$ cat config.mk
export PLATFORM = sky130hd
export DESIGN_NAME = sb_dsp_dma_flat
export DESIGN_NICKNAME = d
export VERILOG_FILES = /design/src/rtl/sb_dsp_dma_if.sv /design/src/rtl/sb_dsp_dma.sv /design/src/flat_wrapper.sv
export SDC_FILE = /design/constraint.sdc
export NUM_CORES = 1
export LEC_CHECK = 0
export ABC_AREA = 1
export CAP_MARGIN = 5
export CORE_MARGIN = 5
export CORE_UTILIZATION = 35
export CTS_CLUSTER_DIAMETER = 40
export CTS_CLUSTER_SIZE = 16
export DETAILED_ROUTE_END_ITERATION = 8
export DONT_BUFFER_PORTS = 1
export PLACE_DENSITY = 0.53
export SYNTH_ARGS = -nofsm -noshare
export SYNTH_HDL_FRONTEND = slang
export SYNTH_SLANG_ARGS = --single-unit
$ cat constraint.sdc
create_clock -name clk -period 6.7 [get_ports clk]
set_input_delay 0.335 -clock clk [delete_from_list [all_inputs] [get_ports clk]]
set_output_delay 0.335 -clock clk [all_outputs]
set_load 0.05 [all_outputs]
$ cat src/rtl/sb_dsp_dma_if.sv
// rtl/sb_dsp_dma_if.sv - ISA-side bus bundle for the Sound Blaster DSP front end.
interface sb_dsp_dma_if;
  logic [9:0] A;
  logic [7:0] D_in;
  logic [7:0] D_out;
  logic       D_oe;
  logic       IOR;
  logic       IOW;
  logic       AEN;
  logic       DACK;
  logic       DRQ;
  logic       IRQ;

  modport master (
    output A, D_in, IOR, IOW, AEN, DACK,
    input  D_out, D_oe, DRQ, IRQ
  );

  modport slave (
    input  A, D_in, IOR, IOW, AEN, DACK,
    output D_out, D_oe, DRQ, IRQ
  );
endinterface

$ cat src/rtl/sb_dsp_dma.sv
// rtl/sb_dsp_dma.sv - Sound Blaster DSP port decode, command FSM, DMA fetch and paced PCM playback.
module sb_dsp_dma #(
  parameter logic [9:0]  BASE       = 10'h220,
  parameter int          CLK_PER_US = 50,
  parameter int          FIFO_AW    = 4,
  parameter logic [15:0] VERSION    = 16'h0201
) (
  input  logic         clk,
  input  logic         rst,
  sb_dsp_dma_if.slave  bus,
  output logic [7:0]   pcm,
  output logic         pcm_strobe
);
  localparam int DEPTH = 1 << FIFO_AW;
  localparam int US_W  = $clog2(CLK_PER_US + 1);

  typedef enum logic [1:0] {IDLE, ARG1, ARG2} cmd_state_t;

  // [0],[1] synchronise the raw strobe, [2] holds the previous synchronised level
  logic [2:0] ior_sh, iow_sh;
  logic ior_fall, ior_rise, iow_rise;
  logic port_en, hit_6, hit_a, hit_c, hit_e;
  logic wr_6, wr_c, rd_a, rd_e, rd_any, dsp_reset, dma_wr;

  cmd_state_t state, state_n;
  logic [7:0] opcode, arg_lo;
  logic       exec;
  logic [7:0] exec_op, exec_lo, exec_hi;
  logic       do_dac, do_tc, do_blk, do_single, do_auto, do_pause, do_resume;
  logic       do_spk_on, do_spk_off, do_exit, do_ver;
  logic [16:0] arg_count;

  logic [7:0] rb [2];
  logic [7:0] rb_n [2];
  logic [1:0] rb_cnt, rb_cnt_n;
  logic [1:0] push_v;
  logic [7:0] push_d [2];
  logic       in_reset;

  logic [7:0]  tc;
  logic [16:0] blk_size, remaining;
  logic        active, auto_init, paused, speaker, drq, irq;
  logic [7:0]  d_out, pcm_q;
  logic        d_oe, pcm_strobe_q;

  logic [7:0]         fifo_mem [DEPTH];
  logic [FIFO_AW-1:0] wp, rp;
  logic [FIFO_AW:0]   fifo_cnt;
  logic fifo_full, fifo_push, fifo_pop, blk_end, drq_ok;

  logic [US_W-1:0] us_cnt;
  logic [7:0]      per_cnt;
  logic            running, us_tick, tick;

  always_ff @(posedge clk or posedge rst) begin
    if (rst) begin
      ior_sh <= 3'b111;
      iow_sh <= 3'b111;
    end else begin
      ior_sh <= {ior_sh[1:0], bus.IOR};
      iow_sh <= {iow_sh[1:0], bus.IOW};
    end
  end

  assign ior_fall  = ior_sh[2] & ~ior_sh[1];
  assign ior_rise  = ~ior_sh[2] & ior_sh[1];
  assign iow_rise  = ~iow_sh[2] & iow_sh[1];
  assign port_en   = ~bus.AEN & bus.DACK;
  assign hit_6     = port_en && (bus.A == BASE + 10'h6);
  assign hit_a     = port_en && (bus.A == BASE + 10'hA);
  assign hit_c     = port_en && (bus.A == BASE + 10'hC);
  assign hit_e     = port_en && (bus.A == BASE + 10'hE);
  assign wr_6      = iow_rise & hit_6;
  assign wr_c      = iow_rise & hit_c;
  assign rd_a      = ior_fall & hit_a;
  assign rd_e      = ior_fall & hit_e;
  assign rd_any    = ior_fall & (hit_a | hit_c | hit_e);
  assign dsp_reset = wr_6 & bus.D_in[0];
  assign dma_wr    = iow_rise & ~bus.DACK & (remaining != 17'd0);

  always_ff @(posedge clk or posedge rst) begin
    if (rst) begin
      state  <= IDLE;
      opcode <= 8'h00;
      arg_lo <= 8'h00;
    end else begin
      state <= state_n;
      if (wr_c && state == IDLE) opcode <= bus.D_in;
      if (wr_c && state == ARG1) arg_lo <= bus.D_in;
    end
  end

  always_comb begin
    state_n = state;
    exec    = 1'b0;
    exec_op = opcode;
    exec_lo = bus.D_in;
    exec_hi = 8'h00;
    if (dsp_reset) begin
      state_n = IDLE;
    end else if (wr_c) begin
      case (state)
        IDLE: begin
          case (bus.D_in)
            8'h10, 8'h40, 8'h14, 8'h48: state_n = ARG1;
            8'h1C, 8'hD0, 8'hD4, 8'hD1, 8'hD3, 8'hDA, 8'hE1: begin
              exec    = 1'b1;
              exec_op = bus.D_in;
            end
            default: state_n = IDLE;
          endcase
        end
        ARG1: begin
          if (opcode == 8'h14 || opcode == 8'h48) begin
            state_n = ARG2;
          end else begin
            exec    = 1'b1;
            state_n = IDLE;
          end
        end
        ARG2: begin
          exec    = 1'b1;
          exec_lo = arg_lo;
          exec_hi = bus.D_in;
          state_n = IDLE;
        end
        default: state_n = IDLE;
      endcase
    end
  end

  assign do_dac     = exec && exec_op == 8'h10;
  assign do_tc      = exec && exec_op == 8'h40;
  assign do_blk     = exec && exec_op == 8'h48;
  assign do_single  = exec && exec_op == 8'h14;
  assign do_auto    = exec && exec_op == 8'h1C;
  assign do_pause   = exec && exec_op == 8'hD0;
  assign do_resume  = exec && exec_op == 8'hD4;
  assign do_spk_on  = exec && exec_op == 8'hD1;
  assign do_spk_off = exec && exec_op == 8'hD3;
  assign do_exit    = exec && exec_op == 8'hDA;
  assign do_ver     = exec && exec_op == 8'hE1;
  assign arg_count  = {1'b0, exec_hi, exec_lo} + 17'd1;

  // Pop first, then up to two pushes; a push into a full buffer is dropped
  always_comb begin
    push_v    = {do_ver, do_ver | (wr_6 & ~bus.D_in[0] & in_reset)};
    push_d[0] = do_ver ? VERSION[15:8] : 8'hAA;
    push_d[1] = VERSION[7:0];
    rb_n      = rb;
    rb_cnt_n  = rb_cnt;
    if (dsp_reset) begin
      rb_cnt_n = 2'd0;
    end else if (rd_a && rb_cnt != 2'd0) begin
      rb_n[0]  = rb[1];
      rb_cnt_n = rb_cnt - 2'd1;
    end
    for (int i = 0; i < 2; i++) begin
      if (push_v[i]) begin
        if (rb_cnt_n == 2'd0) begin
          rb_n[0]  = push_d[i];
          rb_cnt_n = 2'd1;
        end else if (rb_cnt_n == 2'd1) begin
          rb_n[1]  = push_d[i];
          rb_cnt_n = 2'd2;
        end
      end
    end
  end

  assign fifo_full = fifo_cnt == (FIFO_AW+1)'(DEPTH);
  assign fifo_push = dma_wr & ~fifo_full;
  assign fifo_pop  = tick && fifo_cnt != '0;
  assign blk_end   = dma_wr && remaining == 17'd1;
  assign drq_ok    = active && !paused && remaining != 17'd0 && !fifo_full;

  always_ff @(posedge clk) begin
    if (fifo_push) fifo_mem[wp] <= bus.D_in;
  end

  always_ff @(posedge clk or posedge rst) begin
    if (rst) begin
      rb[0] <= 8'h00;  rb[1] <= 8'h00;  rb_cnt <= 2'd0;  in_reset <= 1'b0;
      d_out <= 8'h00;  d_oe <= 1'b0;
      tc <= 8'hD3;  blk_size <= 17'd1;  remaining <= 17'd0;
      active <= 1'b0;  auto_init <= 1'b0;  paused <= 1'b0;  speaker <= 1'b0;
      drq <= 1'b0;  irq <= 1'b0;  pcm_q <= 8'h00;  pcm_strobe_q <= 1'b0;
      wp <= '0;  rp <= '0;  fifo_cnt <= '0;
    end else begin
      pcm_strobe_q <= 1'b0;
      rb     <= rb_n;
      rb_cnt <= rb_cnt_n;
      if (dsp_reset) in_reset <= 1'b1;
      else if (wr_6) in_reset <= 1'b0;

      if (rd_any) begin
        d_oe <= 1'b1;
        if (rd_a)      d_out <= (rb_cnt != 2'd0) ? rb[0] : 8'hFF;
        else if (rd_e) d_out <= {rb_cnt != 2'd0, 7'h7F};
        else           d_out <= 8'h00;
      end else if (ior_rise) begin
        d_oe <= 1'b0;
      end

      if (do_tc)  tc <= exec_lo;
      if (do_blk) blk_size <= arg_count;
      if (do_spk_on) speaker <= 1'b1;
      else if (do_spk_off) speaker <= 1'b0;
      if (do_pause) paused <= 1'b1;
      else if (do_resume) paused <= 1'b0;

      if (do_dac) begin
        pcm_q        <= exec_lo ^ 8'h80;
        pcm_strobe_q <= 1'b1;
      end else if (fifo_pop) begin
        pcm_q        <= fifo_mem[rp] ^ 8'h80;
        pcm_strobe_q <= 1'b1;
      end

      if (do_single) begin
        remaining <= arg_count;
        auto_init <= 1'b0;
        active    <= 1'b1;
      end else if (do_auto) begin
        remaining <= blk_size;
        auto_init <= 1'b1;
        active    <= 1'b1;
      end else if (dma_wr) begin
        remaining <= (blk_end && auto_init) ? blk_size : remaining - 17'd1;
        if (blk_end && !auto_init) active <= 1'b0;
      end
      if (do_exit) auto_init <= 1'b0;

      if (blk_end) irq <= 1'b1;
      else if (rd_e) irq <= 1'b0;
      drq <= drq_ok & ~dma_wr;

      if (fifo_push) wp <= wp + FIFO_AW'(1);
      if (fifo_pop)  rp <= rp + FIFO_AW'(1);
      if (fifo_push && !fifo_pop)      fifo_cnt <= fifo_cnt + (FIFO_AW+1)'(1);
      else if (!fifo_push && fifo_pop) fifo_cnt <= fifo_cnt - (FIFO_AW+1)'(1);

      // A mid-transfer reset wins over everything above, including a block-end IRQ
      if (dsp_reset) begin
        remaining <= 17'd0;  active <= 1'b0;  auto_init <= 1'b0;
        paused <= 1'b0;  speaker <= 1'b0;  drq <= 1'b0;  irq <= 1'b0;
        wp <= '0;  rp <= '0;  fifo_cnt <= '0;  pcm_strobe_q <= 1'b0;
      end
    end
  end

  // Sample period is (256 - tc) us, so the terminal period count is 255 - tc = ~tc
  assign running = (active || fifo_cnt != '0) && !paused;
  assign us_tick = running && us_cnt == US_W'(CLK_PER_US - 1);
  assign tick    = us_tick && per_cnt >= ~tc;

  always_ff @(posedge clk or posedge rst) begin
    if (rst) begin
      us_cnt  <= '0;
      per_cnt <= 8'h00;
    end else if (!running || dsp_reset) begin
      us_cnt  <= '0;
      per_cnt <= 8'h00;
    end else if (us_tick) begin
      us_cnt  <= '0;
      per_cnt <= tick ? 8'h00 : per_cnt + 8'h01;
    end else begin
      us_cnt <= us_cnt + US_W'(1);
    end
  end

  assign bus.D_out  = d_out;
  assign bus.D_oe   = d_oe;
  assign bus.DRQ    = drq;
  assign bus.IRQ    = irq;
  assign pcm        = speaker ? pcm_q : 8'h00;
  assign pcm_strobe = pcm_strobe_q;
endmodule

$ cat src/flat_wrapper.sv
// flat-port wrapper written by rule: the top's interface ports become plain ports
module sb_dsp_dma_flat 
#(
  parameter logic [9:0]  BASE       = 10'h220,
  parameter int          CLK_PER_US = 50,
  parameter int          FIFO_AW    = 4,
  parameter logic [15:0] VERSION    = 16'h0201
)
  (clk, rst, pcm, pcm_strobe, bus_A, bus_D_in, bus_IOR, bus_IOW, bus_AEN, bus_DACK, bus_D_out, bus_D_oe, bus_DRQ, bus_IRQ);
  sb_dsp_dma_if bus_i ();
  input  logic clk;
  input  logic rst;
  output logic [7:0] pcm;
  output logic pcm_strobe;
  input wire logic [$bits(bus_i.A)-1:0] bus_A;
  input wire logic [$bits(bus_i.D_in)-1:0] bus_D_in;
  input wire logic [$bits(bus_i.IOR)-1:0] bus_IOR;
  input wire logic [$bits(bus_i.IOW)-1:0] bus_IOW;
  input wire logic [$bits(bus_i.AEN)-1:0] bus_AEN;
  input wire logic [$bits(bus_i.DACK)-1:0] bus_DACK;
  output wire logic [$bits(bus_i.D_out)-1:0] bus_D_out;
  output wire logic [$bits(bus_i.D_oe)-1:0] bus_D_oe;
  output wire logic [$bits(bus_i.DRQ)-1:0] bus_DRQ;
  output wire logic [$bits(bus_i.IRQ)-1:0] bus_IRQ;
  assign bus_i.A = bus_A;
  assign bus_i.D_in = bus_D_in;
  assign bus_i.IOR = bus_IOR;
  assign bus_i.IOW = bus_IOW;
  assign bus_i.AEN = bus_AEN;
  assign bus_i.DACK = bus_DACK;
  assign bus_D_out = bus_i.D_out;
  assign bus_D_oe = bus_i.D_oe;
  assign bus_DRQ = bus_i.DRQ;
  assign bus_IRQ = bus_i.IRQ;
  sb_dsp_dma #(.BASE(BASE), .CLK_PER_US(CLK_PER_US), .FIFO_AW(FIFO_AW), .VERSION(VERSION)) u_core (.clk(clk), .rst(rst), .bus(bus_i), .pcm(pcm), .pcm_strobe(pcm_strobe));
endmodule
Word-level counts from Yosys, hierarchy flattened
Memory sizes are Yosys's and may differ from the RTL's.
Cells that the tools add are included.

operators by class
  add/subtract/negate cells = 9
  magnitude comparators = 1
  equal/unequal tests = 36
  muxes and demuxes = 90
  bitwise operators = 30
  reduce and logical (&&, ||, !) cells = 63

operators by type and width
  operator                                               count
  two-way mux 8 bit                                      28
  equality test 8 bit (second input constant)            12
  two-way mux 17 bit                                     5
  equality test 8 x 5 -> 1 bit (second input constant)   7
  equality test 10 bit (second input constant)           4
  equality test 8 x 7 -> 1 bit (second input constant)   5
  two-way mux 1 bit                                      32
  two-way mux 16 bit                                     2
  logical AND 1 bit                                      30
  two-way mux 2 bit                                      11
  adder 16 x 1 -> 17 bit (second input constant)         1
  equality test 17 x 1 -> 1 bit (second input constant)  1
  nonzero test 17 bit                                    1
  subtractor 17 x 1 -> 17 bit (second input constant)    1
  AND 1 bit                                              16
  two-way mux 4 bit                                      4
  nonzero test 2 bit                                     8
  two-way mux 5 bit                                      3
  two-way mux 6 bit                                      2
  nonzero test 3 bit                                     4
  nonzero test 4 bit                                     3
  inverter 1 bit                                         10
  adder 4 x 1 -> 4 bit (second input constant)           2
  adder 8 x 1 -> 8 bit (second input constant)           1
  other kinds (21)                                       36

storage, ports and cells
  flip-flop bits (word level) = 136
  bits in writable memories = 128
  input bits = 24
  output and inout port bits = 20
  word-level logic and storage cells = 257
  memories kept = 1

memories
  name             depth  width  rd ports  clocked after Yosys merged registers in  write ports  RTL line          text
  u_core.fifo_mem  16     8      1         0                                        1            sb_dsp_dma.sv:46  logic [7:0] fifo_mem [DEPTH];

Depth between registers and ports, before layout
  depth in word-level cells = 15
  depth in mapped cells = 22
  gate-level depth less buffers = 21

Worst setup path before layout
No wires, ideal clock.

  path kind = register to register
  from = register u_core.iow_sh[1]
  to = register u_core.rb[3] (netlist bit)
  setup time = 125 ps
  arrival = 2713 ps
  data required time = 6575 ps
  path slack = 3863 ps
  stages on the path, launching flop included = 18
  buffers on the path = 1
  period minus slack after synthesis = 2837 ps
  cell sequence = dfstp_2 -> inv_1 -> nor2_2 -> nand3_1 -> nor2_1 -> nand2_1 -> nor2_1 -> clkbuf_1 -> a21oi_1 -> o21ai_0 -> ha_1 -> nand2_1 -> nand2_1 -> ha_1 -> inv_1 -> nand3_2 -> nand2_1 -> a21oi_1

RTL lines
  element                 RTL line           text
  start, declared         sb_dsp_dma.sv:20   logic [2:0] ior_sh, iow_sh;
  start signal, assigned  sb_dsp_dma.sv:61   iow_sh <= {iow_sh[1:0], bus.IOW};
  end signal, assigned    sb_dsp_dma.sv:191  rb <= rb_n;
  end, declared           sb_dsp_dma.sv:33   logic [7:0] rb [2];

Final worst setup path
  from = register u_core.per_cnt[3]
  to = register u_core.fifo_cnt[4]

on the way
  cells in the longest elaborated chain, start to end = 7
  elaborated cells between the ends (all ways) = 9

RTL lines
  element                                RTL line           text
  start, declared                        sb_dsp_dma.sv:52   logic [7:0] per_cnt;
  start signal, assigned                 sb_dsp_dma.sv:266  per_cnt <= tick ? 8'h00 : per_cnt + 8'h01;
  greater-or-equal comparator 8 bit (*)  sb_dsp_dma.sv:255  assign tick = us_tick && per_cnt >= ~tc;
  logical AND 1 bit (*)                  sb_dsp_dma.sv:255
  logical AND 1 bit (*)                  sb_dsp_dma.sv:173  assign fifo_pop = tick && fifo_cnt != '0;
  zero test 1 bit                        sb_dsp_dma.sv:240  if (fifo_push && !fifo_pop) fifo_cnt <= fifo_cnt + (FIFO_AW+1)'(1);
  logical AND 1 bit                      sb_dsp_dma.sv:240
  two-way mux 5 bit                      sb_dsp_dma.sv:240
  two-way mux 5 bit                      sb_dsp_dma.sv:244  if (dsp_reset) begin
  end signal, assigned                   sb_dsp_dma.sv:240
  end signal, assigned                   sb_dsp_dma.sv:241  else if (!fifo_push && fifo_pop) fifo_cnt <= fifo_cnt - (FIFO_AW+1)'(1);
  end, declared                          sb_dsp_dma.sv:48   logic [FIFO_AW:0] fifo_cnt;

Mark *: on every way between the ends. The rest lies on a longest branch, timed or not.
A chain may end at the register's enable or synchronous reset.

==> impl_metrics.env <==
export IMPL_ant_nets=0
export IMPL_cellPowerDensity_nw_per_um2=319.5
export IMPL_synth_async_reset_ratio_pct=51.52
export IMPL_seq_area_frac_synth_pct=53.62
export IMPL_maxSlewViolCount=0
export IMPL_setup_viol=0
export IMPL_cts_root_buf="clkbuf_16"
export IMPL_p_switching_w=0.001384
export IMPL_period_needed_ps=3828
export IMPL_place_congestion=0.8961
export IMPL_intPower_w=0.003636
export IMPL_grt_ovfl_total=0
export IMPL_power_frac_comb_pct=13.3
export IMPL_placed_area_um2=13990
export IMPL_outcome="finished, final reports clean"
export IMPL_avgSynthCellArea_um2=8.709
export IMPL_fin_worst_skew_ps=26.14
export IMPL_ys_ff_latch=264
export IMPL_synth_warnings=0
export IMPL_synth_top_area_share_pct=28.38
export IMPL_drtIter0Drc=833
export IMPL_core_um2=38470
export IMPL_cts_clk_slew_worst_paths_ps=50
export IMPL_initial_utilization_pct=35.21
export IMPL_die_y_um=206.7
export IMPL_p_leak_nw=6.904
export IMPL_synth_main_ff_cell="edfxtp_1"
export IMPL_ir_drop_mv=0.2002
export IMPL_clkLatencyLatePin_ps=570
export IMPL_worstHoldPathType="in -> reg"
export IMPL_antenna_found_initial=0
export IMPL_rrSetupSlack_ps=2870
export IMPL_synth_top_cells_by_area="edfxtp_1 28%, dfrtp_1 23%, nand2_1 11%"
export IMPL_max_slew_margin_pct=29.79
export IMPL_io_pins=44
export IMPL_synth_cell_types=50
export IMPL_clock_path_buffers=3
export IMPL_fp_dieW_um=206.7
export IMPL_grt_pass1_vias=10710
export IMPL_first_pass_iters=5
export IMPL_drive_gt1_share_pct=9.459
export IMPL_max_freq_mhz=261.2
export IMPL_hold_violations=0
export IMPL_cts_tree="done"
export IMPL_synth_edf_count=128
export IMPL_critical_path_max_stage_delay_ps=810
export IMPL_drc_errors=0
export IMPL_numCtsBuffers=48
export IMPL_num_nets_final=1625
export IMPL_netlist_instances=1555
export IMPL_rsz0062_at_grt="false"
export IMPL_worstMarginPinSlew_ps=1050
export IMPL_vias_per_cell=5.019
export IMPL_syn_nets=1610
export IMPL_area_delta_synth_final_pct=16.01
export IMPL_cp_arrival_ps=4250
export IMPL_critPathSlowestCell="nor2_1"
export IMPL_p_seq_share_pct=38.6
export IMPL_finalSetupTns_ps=0
export IMPL_switching_share_pct=27.58
export IMPL_cts_num_sinks=264
export IMPL_path_cells="ha_1, nand2_1, o21ai_0, nand2_1, o2111ai_1, nand2_1, nor2_1, inv_1, ha_1, inv_1, ha_1, a21oi_1, nor2_1, nor2_1, xor2_1, a21oi_1"
export IMPL_critPathCaptureType="flop"
export IMPL_finalCritPeriodShare_pct=57.14
export IMPL_grt_usage_pct=17.83
export IMPL_rows=72
export IMPL_max_cap_violations=0
export IMPL_critPathMaxFanout=13
export IMPL_layout_commonest_cell="nand2_1"
export IMPL_drt_total_wl_mm=37.70
export IMPL_dieArea_um2=42730
export IMPL_fin_area_um2=15710
export IMPL_grt_pass1_wl_mm=59.55
export IMPL_layout_common_cells="379 x nand2_1, 204 x nor2_1, 140 x o21ai_0"
export IMPL_drt_wirelength_per_cell_um=17.73
export IMPL_dp_hpwl_mm=24.59
export IMPL_dr_total_vias=10670
export IMPL_grt_max_degree=81
export IMPL_cts_htree_levels=2
export IMPL_synth_area_um2=13540
export IMPL_synth_area_leader_cell="edfxtp_1"
export IMPL_worst_setup_path_start_kind="flop"
export IMPL_crit_required_ps=7120
export IMPL_crit_type="reg -> reg"
export IMPL_power_frac_clock_pct=48.2
export IMPL_portBuffers=0
layer usage:
| metal | routed length, um | up-vias | share of wire (%) | track usage [%] |
|---|---|---|---|---|
| li1 | - | 5268 | - | - |
| met1 | 17750 | 5081 | 47 | 24.90 |
| met2 | 16770 | 245 | 44 | 27.37 |
| met3 | 1825 | 77 | 4.8 | 3.203 |
| met4 | 1362 | 0 | 3.6 | 7.696 |
| met5 | 0 | - | 0 | 0 |
cells in the mapped netlist (3+ instances only):
| cell | instances |
|---|---|
| o22ai_1 | 9 |
| a31oi_1 | 3 |
| inv_1 | 141 |
| nand2_4 | 3 |
| nand2_1 | 379 |
| xor2_1 | 16 |
| nor2_2 | 5 |
| o221ai_1 | 19 |
| nand3_1 | 93 |
| dfstp_2 | 12 |
| nand3b_1 | 7 |
| o21ai_0 | 140 |
| nor4_1 | 4 |
| nor2_4 | 5 |
| dfrtp_1 | 124 |
| nand4_1 | 25 |
| buf_2 | 13 |
| inv_2 | 7 |
| nor2_1 | 204 |
| buf_6 | 5 |
| nand3_2 | 5 |
| o211ai_1 | 19 |
| clkbuf_1 | 34 |
| o21ai_2 | 11 |
| a21oi_1 | 38 |
| edfxtp_1 | 128 |
| xnor2_1 | 5 |
| nand3_4 | 3 |
| nor3_1 | 17 |
| nand2_2 | 7 |
| o21ai_1 | 19 |
| ha_1 | 30 |
flip-flops by register name, summed over array words and instances, names as in the netlist, 5 cells and up:
name and flops:
u_core.arg_lo 8, u_core.blk_size 17, u_core.bus.D_out 8, u_core.fifo_cnt 5, u_core.fifo_mem 128, u_core.opcode 8
u_core.pcm_q 8, u_core.per_cnt 8, u_core.rb 16, u_core.remaining 17, u_core.tc 8, u_core.us_cnt 6
through the flow:
stage / hold WS (ps) / util [%] / std cells / power [W] / worst slack, ps
global placement: 339.6 / 36.38 / 2027 / 0.002595 / 2999
CTS: 21.73 / 40.84 / 2125 / 0.005066 / 2891
global route: 64.69 / 40.84 / 2125 / 0.005278 / 2486
floorplan: 339.5 / - / 1555 / 0.002465 / 2745
finish: 56.70 / 40.84 / 2126 / 0.005020 / 2872
detailed placement: 339.6 / 36.38 / 2027 / 0.002608 / 2919
path summary, 6_finish.rpt:
path,from,endpoint,cells after the start
max reg2reg,u_core.per_cnt[3]$_DFFE_PP0P_,u_core.fifo_cnt[4]$_DFFE_PP0P_,16
min,bus_D_in[7],u_core.opcode[7]$_DFFE_PP0P_,2
max,u_core.per_cnt[3]$_DFFE_PP0P_,u_core.fifo_cnt[4]$_DFFE_PP0P_,16
min reg2reg,u_core.ior_sh[0]$_DFF_PP1_,u_core.ior_sh[1]$_DFF_PP1_,0
min in group asynchronous,rst,u_core.bus.D_out[0]$_DFFE_PP0P_,2
max in group asynchronous,rst,u_core.rp[0]$_DFFE_PP0P_,3
cell type report:
cell class              count  area (um^2)
inverters                 151        573.1
fillers                  3782        22760
clock buffers              53         1230
repair buffers             18        162.7
clock inverters            34        375.4
well taps                 518        648.1
flip-flops and latches    264         7263
diodes                      1        2.502
multi-input cells        1087         5456
kinds of logic after synthesis:
family | Yosys count | share of synthesized area, %
fa+ha+maj | 31 | 2.919
buf+inv | 204 | 6.088
xor+xnor | 21 | 1.358
flops | 264 | 53.62
compound gates | 271 | 11.64
simple gates | 764 | 24.37
worst max-delay path, delay by kind of cell, from the launching register on:
kind | cells | cell delay (ps)
AND/OR/NAND/NOR | 6 | 1280
adder cells (fa/ha/maj) | 3 | 900
AO/OA/AOI/OAI | 4 | 530
flip-flops | 1 | 430
buffers and inverters | 2 | 380
XOR/XNOR | 1 | 170
power by group through the flow:
| stage | logic, W | registers, W | clock network [W] |
|---|---|---|---|
| floorplan | 0.000530 | 0.00194 | 0 |
| global placement | 0.000632 | 0.00196 | 0 |
| detailed placement | 0.000644 | 0.00196 | 0 |
| CTS | 0.000667 | 0.00194 | 0.00246 |
| global route | 0.000784 | 0.00195 | 0.00254 |
| finish | 0.000666 | 0.00194 | 0.00242 |
repair_timing:
action,CTS,global route
endpoints found under the hold margin,202,0
setup buffers,0,0
resized for setup,0,0
hold buffers,11,0
Power figures use the tool's default switching activity.
